==> src/rtl/mem_access_ctrl.sv <==
// rtl/mem_access_ctrl.sv - multi-cycle SRAM data-memory controller for the MEM stage
// Optional one-entry posted write buffer: define WRITE_BUFFER_EN.
module mem_access_ctrl #(
  parameter int BIT_NUMBER  = 32,
  parameter int ADDR_W      = 16,
  parameter int BASE_ADDR   = 1024,
  parameter int WAIT_STATES = 5
) (
  input  logic                  clk,
  input  logic                  rst,
  input  logic                  mem_r_en,
  input  logic                  mem_w_en,
  input  logic [BIT_NUMBER-1:0] addr,
  input  logic [BIT_NUMBER-1:0] wdata,
  output logic [BIT_NUMBER-1:0] rdata,
  output logic                  ready,
  output logic                  stall,
  output logic [ADDR_W-1:0]     sram_addr,
  output logic [BIT_NUMBER-1:0] sram_wdata,
  output logic                  sram_we_n,
  output logic                  sram_oe_n,
  input  logic [BIT_NUMBER-1:0] sram_rdata
);

  typedef enum logic [1:0] {IDLE = 2'd0, ACCESS = 2'd1, DONE = 2'd2} state_t;

  state_t                  state, state_nxt;
  logic [3:0]              cnt;
  logic                    req;
  logic                    drain;
  logic                    idle_ready;
  logic [BIT_NUMBER-1:0]   byte_off;
  logic [ADDR_W-1:0]       word_addr;

  assign req       = mem_r_en | mem_w_en;
  assign byte_off  = addr - BIT_NUMBER'(BASE_ADDR);
  assign word_addr = ADDR_W'(byte_off >> 2);

`ifdef WRITE_BUFFER_EN
  // A pure write is posted from IDLE and drained in the background.
  always_ff @(posedge clk or negedge rst) begin
    if (!rst)
      drain <= 1'b0;
    else if (state == IDLE && req)
      drain <= ~mem_r_en;
  end
  assign idle_ready = ~mem_r_en;
`else
  assign drain      = 1'b0;
  assign idle_ready = ~req;
`endif

  always_ff @(posedge clk or negedge rst) begin
    if (!rst)
      state <= IDLE;
    else
      state <= state_nxt;
  end

  always_comb begin
    state_nxt = state;
    case (state)
      IDLE:    if (req) state_nxt = ACCESS;
      ACCESS:  if (cnt == 4'd0) state_nxt = drain ? IDLE : DONE;
      DONE:    state_nxt = IDLE;
      default: state_nxt = IDLE;
    endcase
  end

  always_comb begin
    ready = 1'b0;
    case (state)
      IDLE:    ready = idle_ready;
      DONE:    ready = 1'b1;
      default: ready = 1'b0;
    endcase
  end

  assign stall = req & ~ready;

  // Strobes are registered so they stay glitch-free across the whole ACCESS window;
  // a low output enable also marks the latched operation as a read.
  always_ff @(posedge clk or negedge rst) begin
    if (!rst) begin
      cnt        <= 4'd0;
      rdata      <= '0;
      sram_addr  <= '0;
      sram_wdata <= '0;
      sram_we_n  <= 1'b1;
      sram_oe_n  <= 1'b1;
    end else begin
      case (state)
        IDLE: begin
          if (req) begin
            sram_addr  <= word_addr;
            sram_wdata <= wdata;
            cnt        <= 4'(WAIT_STATES);
            sram_oe_n  <= ~mem_r_en;
            sram_we_n  <= mem_r_en;
          end
        end
        ACCESS: begin
          if (cnt == 4'd0) begin
            if (!sram_oe_n)
              rdata <= sram_rdata;
            sram_oe_n <= 1'b1;
            sram_we_n <= 1'b1;
          end else begin
            cnt <= cnt - 4'd1;
          end
        end
        default: ;
      endcase
    end
  end

endmodule

==> config.mk <==
export PLATFORM = sky130hd
export DESIGN_NAME = mem_access_ctrl
export DESIGN_NICKNAME = d
export VERILOG_FILES = /design/src/rtl/mem_access_ctrl.sv
export SDC_FILE = /design/constraint.sdc
export NUM_CORES = 1
export LEC_CHECK = 0
export BUFFER_PORTS_ARGS = -buffer_cell sky130_fd_sc_hd__buf_2
export CORE_UTILIZATION = 35
export DETAILED_ROUTE_END_ITERATION = 8
export HOLD_SLACK_MARGIN = 0.12
export PLACE_DENSITY = 0.64
export SETUP_SLACK_MARGIN = 0.3
export SLEW_MARGIN = 20
export SYNTH_ARGS = -nofsm -noshare
export SYNTH_HDL_FRONTEND = slang
export SYNTH_SLANG_ARGS = --single-unit
==> constraint.sdc <==
create_clock -name clk -period 2.1 [get_ports clk]
set_clock_uncertainty 0.1 [all_clocks]
set_input_delay 0.525 -clock clk [delete_from_list [all_inputs] [get_ports clk]]
set_output_delay 0.525 -clock clk [all_outputs]
set_load 0.03 [all_outputs]
### After elaboration in Yosys (flattened, before gate mapping)

Cells that the tools add are included.

* add/sub/neg operators: 2
* equality and inequality tests: 5
* muxes and demuxes: 12
* bitwise operators: 6
* reduce and logical (&&, ||, !) cells: 8

Operator list (number)
* 18-bit by 11-bit subtractor with 18-bit output (second input constant): 1
* 3-bit AND reduction: 3
* 4-bit 2-to-1 mux: 2
* 4-bit case mux with 2 select lines: 1
* 2-bit != test (second input constant): 3
* 1-bit case mux with 2 select lines: 3
* 4-bit zero test: 1
* 2-bit 2-to-1 mux: 2
* 1-bit inverter: 4
* 2-bit case mux with 2 select lines: 1
* 2-bit AND reduction: 2
* 4-bit by 1-bit subtractor with 4-bit output (second input constant): 1
* 1-bit 2-to-1 mux: 3
* 2-bit by 1-bit equality test with 1-bit output (second input constant): 1
* 2-bit equality test (second input constant): 1
* 2-bit zero test: 1
* 2-bit nonzero test: 1
* 1-bit AND: 1
* 1-bit OR: 1

* register bits after elaboration: 88
* bits of input ports: 100
* output and inout port bits: 84
* word-level logic and storage cells: 40

### Logic depth before layout (Yosys ltp)

* depth in word-level cells: 5
* mapped depth: 6
* mapped depth without buffers: 6

### Worst setup path after synthesis

No wires, ideal clock.

* path type: input to output
* start: input mem_w_en
* end: output stall
* arrival: 1.497 ns
* required time: 1.475 ns
* setup slack: -0.022 ns
* cell stages on the path: 4
* path buffers: 0
* cell sequence: nor2_1 nor2_1 nor2_1 nor2_1

* word-level cells in the longest chain between the ends: 5

Ends and longest elaborated chain
* start: declaration: line 12 `input logic mem_w_en,`
* 1-bit OR: line 35 `assign req = mem_r_en | mem_w_en;`
* 1-bit inverter: line 50 `assign idle_ready = ~req;`
* 1-bit case mux with 2 select lines: line 72 `case (state)`
* via ready: line 16 `output logic ready,`
* 1-bit inverter: line 79 `assign stall = req & ~ready;`
* 1-bit AND: line 79
* end: declaration: line 17 `output logic stall,`

The timed path passes the listed nets, and every way through them passes these cells.

### Worst setup path in the final report

* start: register cnt[0]
* end: register rdata[2]

* word-level cells in the longest chain between the ends: 2

Ends and longest elaborated chain
* start: declaration: line 28 `logic [3:0] cnt;`
* start signal: assignment: line 97 `cnt <= 4'(WAIT_STATES);`
* start signal: assignment: line 109 `cnt <= cnt - 4'd1;`
* 4-bit zero test: line 103 `if (cnt == 4'd0) begin`
* 3-bit AND reduction (no source line)
* end signal: assignment: line 105 `rdata <= sram_rdata;`
* end: declaration: line 15 `output logic [BIT_NUMBER-1:0] rdata,`

No other way between the ends.
A chain may end at the register's enable or synchronous reset.

==> results.py <==
metrics = {
    "cts": {
        "cts_htree_levels": 3,
        "clk_path_buf_depth": 2,
        "clk_pin_slew_ps": 90,
        "cts_root_buf": "sky130_fd_sc_hd__clkbuf_8",
        "cts_tree": "done",
        "cts.hold.buffers_added": 0,
        "clock_sinks": 88,
        "cts_buffers": 9,
        "clk-insertion-delay-late_ps": 340,
    },
    "timing": {
        "post-route-period-util_pct": 96.2,
        "period_needed_ps": 2020,
        "setup_violations": 0,
        "maxClockFrequency_mhz": 495,
        "rsz0062_at_grt": "true",
        "tightest_slew_ps": 610,
        "postLayoutSetupSlackWorst_ps": 80.4,
        "final-hold-violation-count": 0,
        "maxSlewHeadroom_pct": 59.2,
        "report.final.slew_viol_count": 0,
    },
    "worst_setup_path": {
        "crit_start": "cnt[0]",
        "startpoint_type": "flop",
        "crit-reg2reg-launch": "cnt[0]",
        "timing.critical_path.to_type": "flop",
        "ff2ff_path_depth": 6,
        "timing.critical_path.required_ps": 2230,
        "criticalPathCategory": "flop to flop",
        "path_max_fanout": 32,
        "cp.arrival_ps": 2150,
        "regToRegEndpoint": "rdata[2]",
        "capturing_instance_or_port_of_the_critical_path": "rdata[2]",
        "setup_slack_reg_to_reg_ps": 80,
    },
    "layout": {
        "most-common-layout-cells": "sky130_fd_sc_hd__buf_2 (162), sky130_fd_sc_hd__nand2_1 (131), sky130_fd_sc_hd__dfrtp_1 (84), sky130_fd_sc_hd__mux2_2 (28), sky130_fd_sc_hd__buf_4 (13)",
        "syn2layout_area_growth_pct": 40.2,
        "finalInstanceArea_um2": 4840,
        "antenna_cells_inserted": 0,
        "layout.filler_cells": 875,
        "finalNetCount": 599,
        "final_common_cell": "sky130_fd_sc_hd__buf_2",
        "ratio_of_cells_with_drive_above_1_in_the_final_layout_pct": 49.2,
    },
    "synthesis": {
        "syn-instance-count": 315,
        "synthesis.area_per_instance_um2": 11.0,
        "synthesis.yosys.warnings": 0,
        "synthesized_net_count": 417,
        "synth.lib_cells_used.distinct": 26,
        "synth_seq_area_share_pct": 63.9,
        "post_synth_instance_area_um2": 3450,
        "synth_seq_cells": 88,
    },
    "power_and_ir_drop": {
        "peakVddDrop_mv": 0.758,
        "power_leakage_nw": 2.62,
        "total_power_mw": 8.19,
        "power.density_cell_area_nw_per_um2": 1690,
    },
    "global_route": {
        "first_global_vias": 2668,
        "globalRouteTotalUtil_pct": 16.0,
        "wire_length_of_the_first_global_routing_pass_mm": 12.6,
        "grt_remaining_overflow": 0,
        "grt_start_max_net_pins": 89,
        "grt_antenna_before_repair": 0,
    },
    "place": {
        "port_buffers": 167,
        "dpl_cell_area_um2": 4510,
        "gpl.final_weighted_congestion": 0.726,
        "dp_hpwl_mm": 5.70,
        "placement.setup.worst_slack_ps": -223,
    },
    "outcome": {
        "status": "finished, final reports clean",
    },
    "routing": {
        "viasPerCell": 4.42,
        "first_pass_iters": 4,
        "route.antenna.remaining_nets": 0,
        "routed_wl_mm": 8.09,
        "first_iter_violations": 31,
        "post_drt_wl_per_cell_um": 12.8,
        "drc": 0,
        "overall_via_count_from_detail_route": 2787,
    },
    "floorplanning": {
        "floorplan.rows": 35,
        "die-area_um2": 10300,
        "die_h_um": 101,
        "floorplan.core_area_um2": 9420,
        "die_w_um": 101,
        "top_level_ports": 184,
        "effective_utilization_at_floorplan_pct": 36.7,
    },
    "hold_path": {
        "min_path_type": "primary input to asynchronous set/reset pin",
    },
    "run": {
        "cap_violations": 0,
    },
}
## power breakdown
| group | switching (mW) | internal [mW] |
|---|---|---|
| Clock | 0.599 | 0.501 |
| Combinational | 2.76 | 1.39 |
| Sequential | 0.415 | 2.53 |
| Total | 3.78 | 4.41 |
## state kept, by name (all words and copies together) (netlist names)
signal / count
rdata: 32
sram_wdata: 32
sram_addr: 16
cnt: 4
state: 2
sram_oe_n: 1
sram_we_n: 1
## worst min-delay path by stage
stage / startpoint / end / cells past startpoint
detailed placement: sram_wdata[22] / sram_wdata[22] / 2
global placement: sram_wdata[7] / sram_wdata[7] / 2
CTS: rst / sram_addr[8] / 2
finish: rst / rdata[9] / 2
global route: rst / rdata[9] / 2
floorplan: rst / cnt[0] / 0
## layout make-up
cell class | instances | area [µm²] | share of cell area (%)
flip-flops and latches | 88 | 2210 | 45.6
multi-input cells | 211 | 1240 | 25.6
repair buffers | 183 | 1020 | 21.2
well taps | 129 | 161 | 3.34
clock buffers | 11 | 151 | 3.13
clock inverters | 5 | 40.0 | 0.828
inverters | 4 | 15.0 | 0.310
## repair_timing
item                       4_1_cts  5_1_grt
setup buffers                    3        4
gates cloned                     1        0
hold endpoints to repair         0        0
setup endpoints to repair       78       74
pin swaps                        2        4
resized for setup                4       17
## per-layer routing
layer / track usage, % / vias to the layer above / wire, µm
met5: 0 / - / 0
met4: 6.02 / 0 / 110
met3: 4.55 / 9 / 712
met2: 25.4 / 128 / 3570
met1: 20.7 / 1272 / 3690
li1: - / 1378 / -
## critical path: stages, from the launching register on
cell and delay [ps]:
sky130_fd_sc_hd__dfrtp_1 410, sky130_fd_sc_hd__inv_2 100, sky130_fd_sc_hd__ha_4 140, sky130_fd_sc_hd__or3b_4 410, sky130_fd_sc_hd__nor3_4 170, sky130_fd_sc_hd__buf_12 230, sky130_fd_sc_hd__mux2_2 350
## logic make-up after synthesis
group	after synthesis	share of synthesized area, %
flops	88	63.9
mux	34	11.1
simple gates	156	18.3
fa+ha+maj	2	0.725
compound gates	13	2.17
buf+inv	17	2.54
xor+xnor	5	1.27
## cell usage after synthesis, drive strengths merged
cell / count / share of area, %
o21ai: 9 / 1.3
nor3: 4 / 1.1
mux2: 34 / 11
or3: 1 / 0.18
nor2: 10 / 1.1
dfstp: 2 / 1.5
o31a: 1 / 0.25
clkbuf: 9 / 0.98
a31oi: 2 / 0.36
dfrtp: 86 / 62
xnor2: 3 / 0.76
nand2: 132 / 14
xor2: 2 / 0.51
a311oi: 1 / 0.25
nand3: 3 / 0.43
buf: 4 / 1.1
nor4: 1 / 0.18
ha: 2 / 0.72
inv: 4 / 0.43
or3b: 1 / 0.33
nand2b: 3 / 0.54
nor2b: 1 / 0.18
## per-stage QoR
step	setup TNS (ps)	hold WS [ps]	util (%)	instances
6_report	0	86.3	51.4	631
5_1_grt	0	133	51.4	631
4_1_cts	0	122	50.5	627
3_5_place_dp	-3400	357	47.9	607
3_3_place_gp	-2020	353	47.9	607
2_1_floorplan	0	129	-	315
Note: power is estimated with default switching activity, not from simulation.
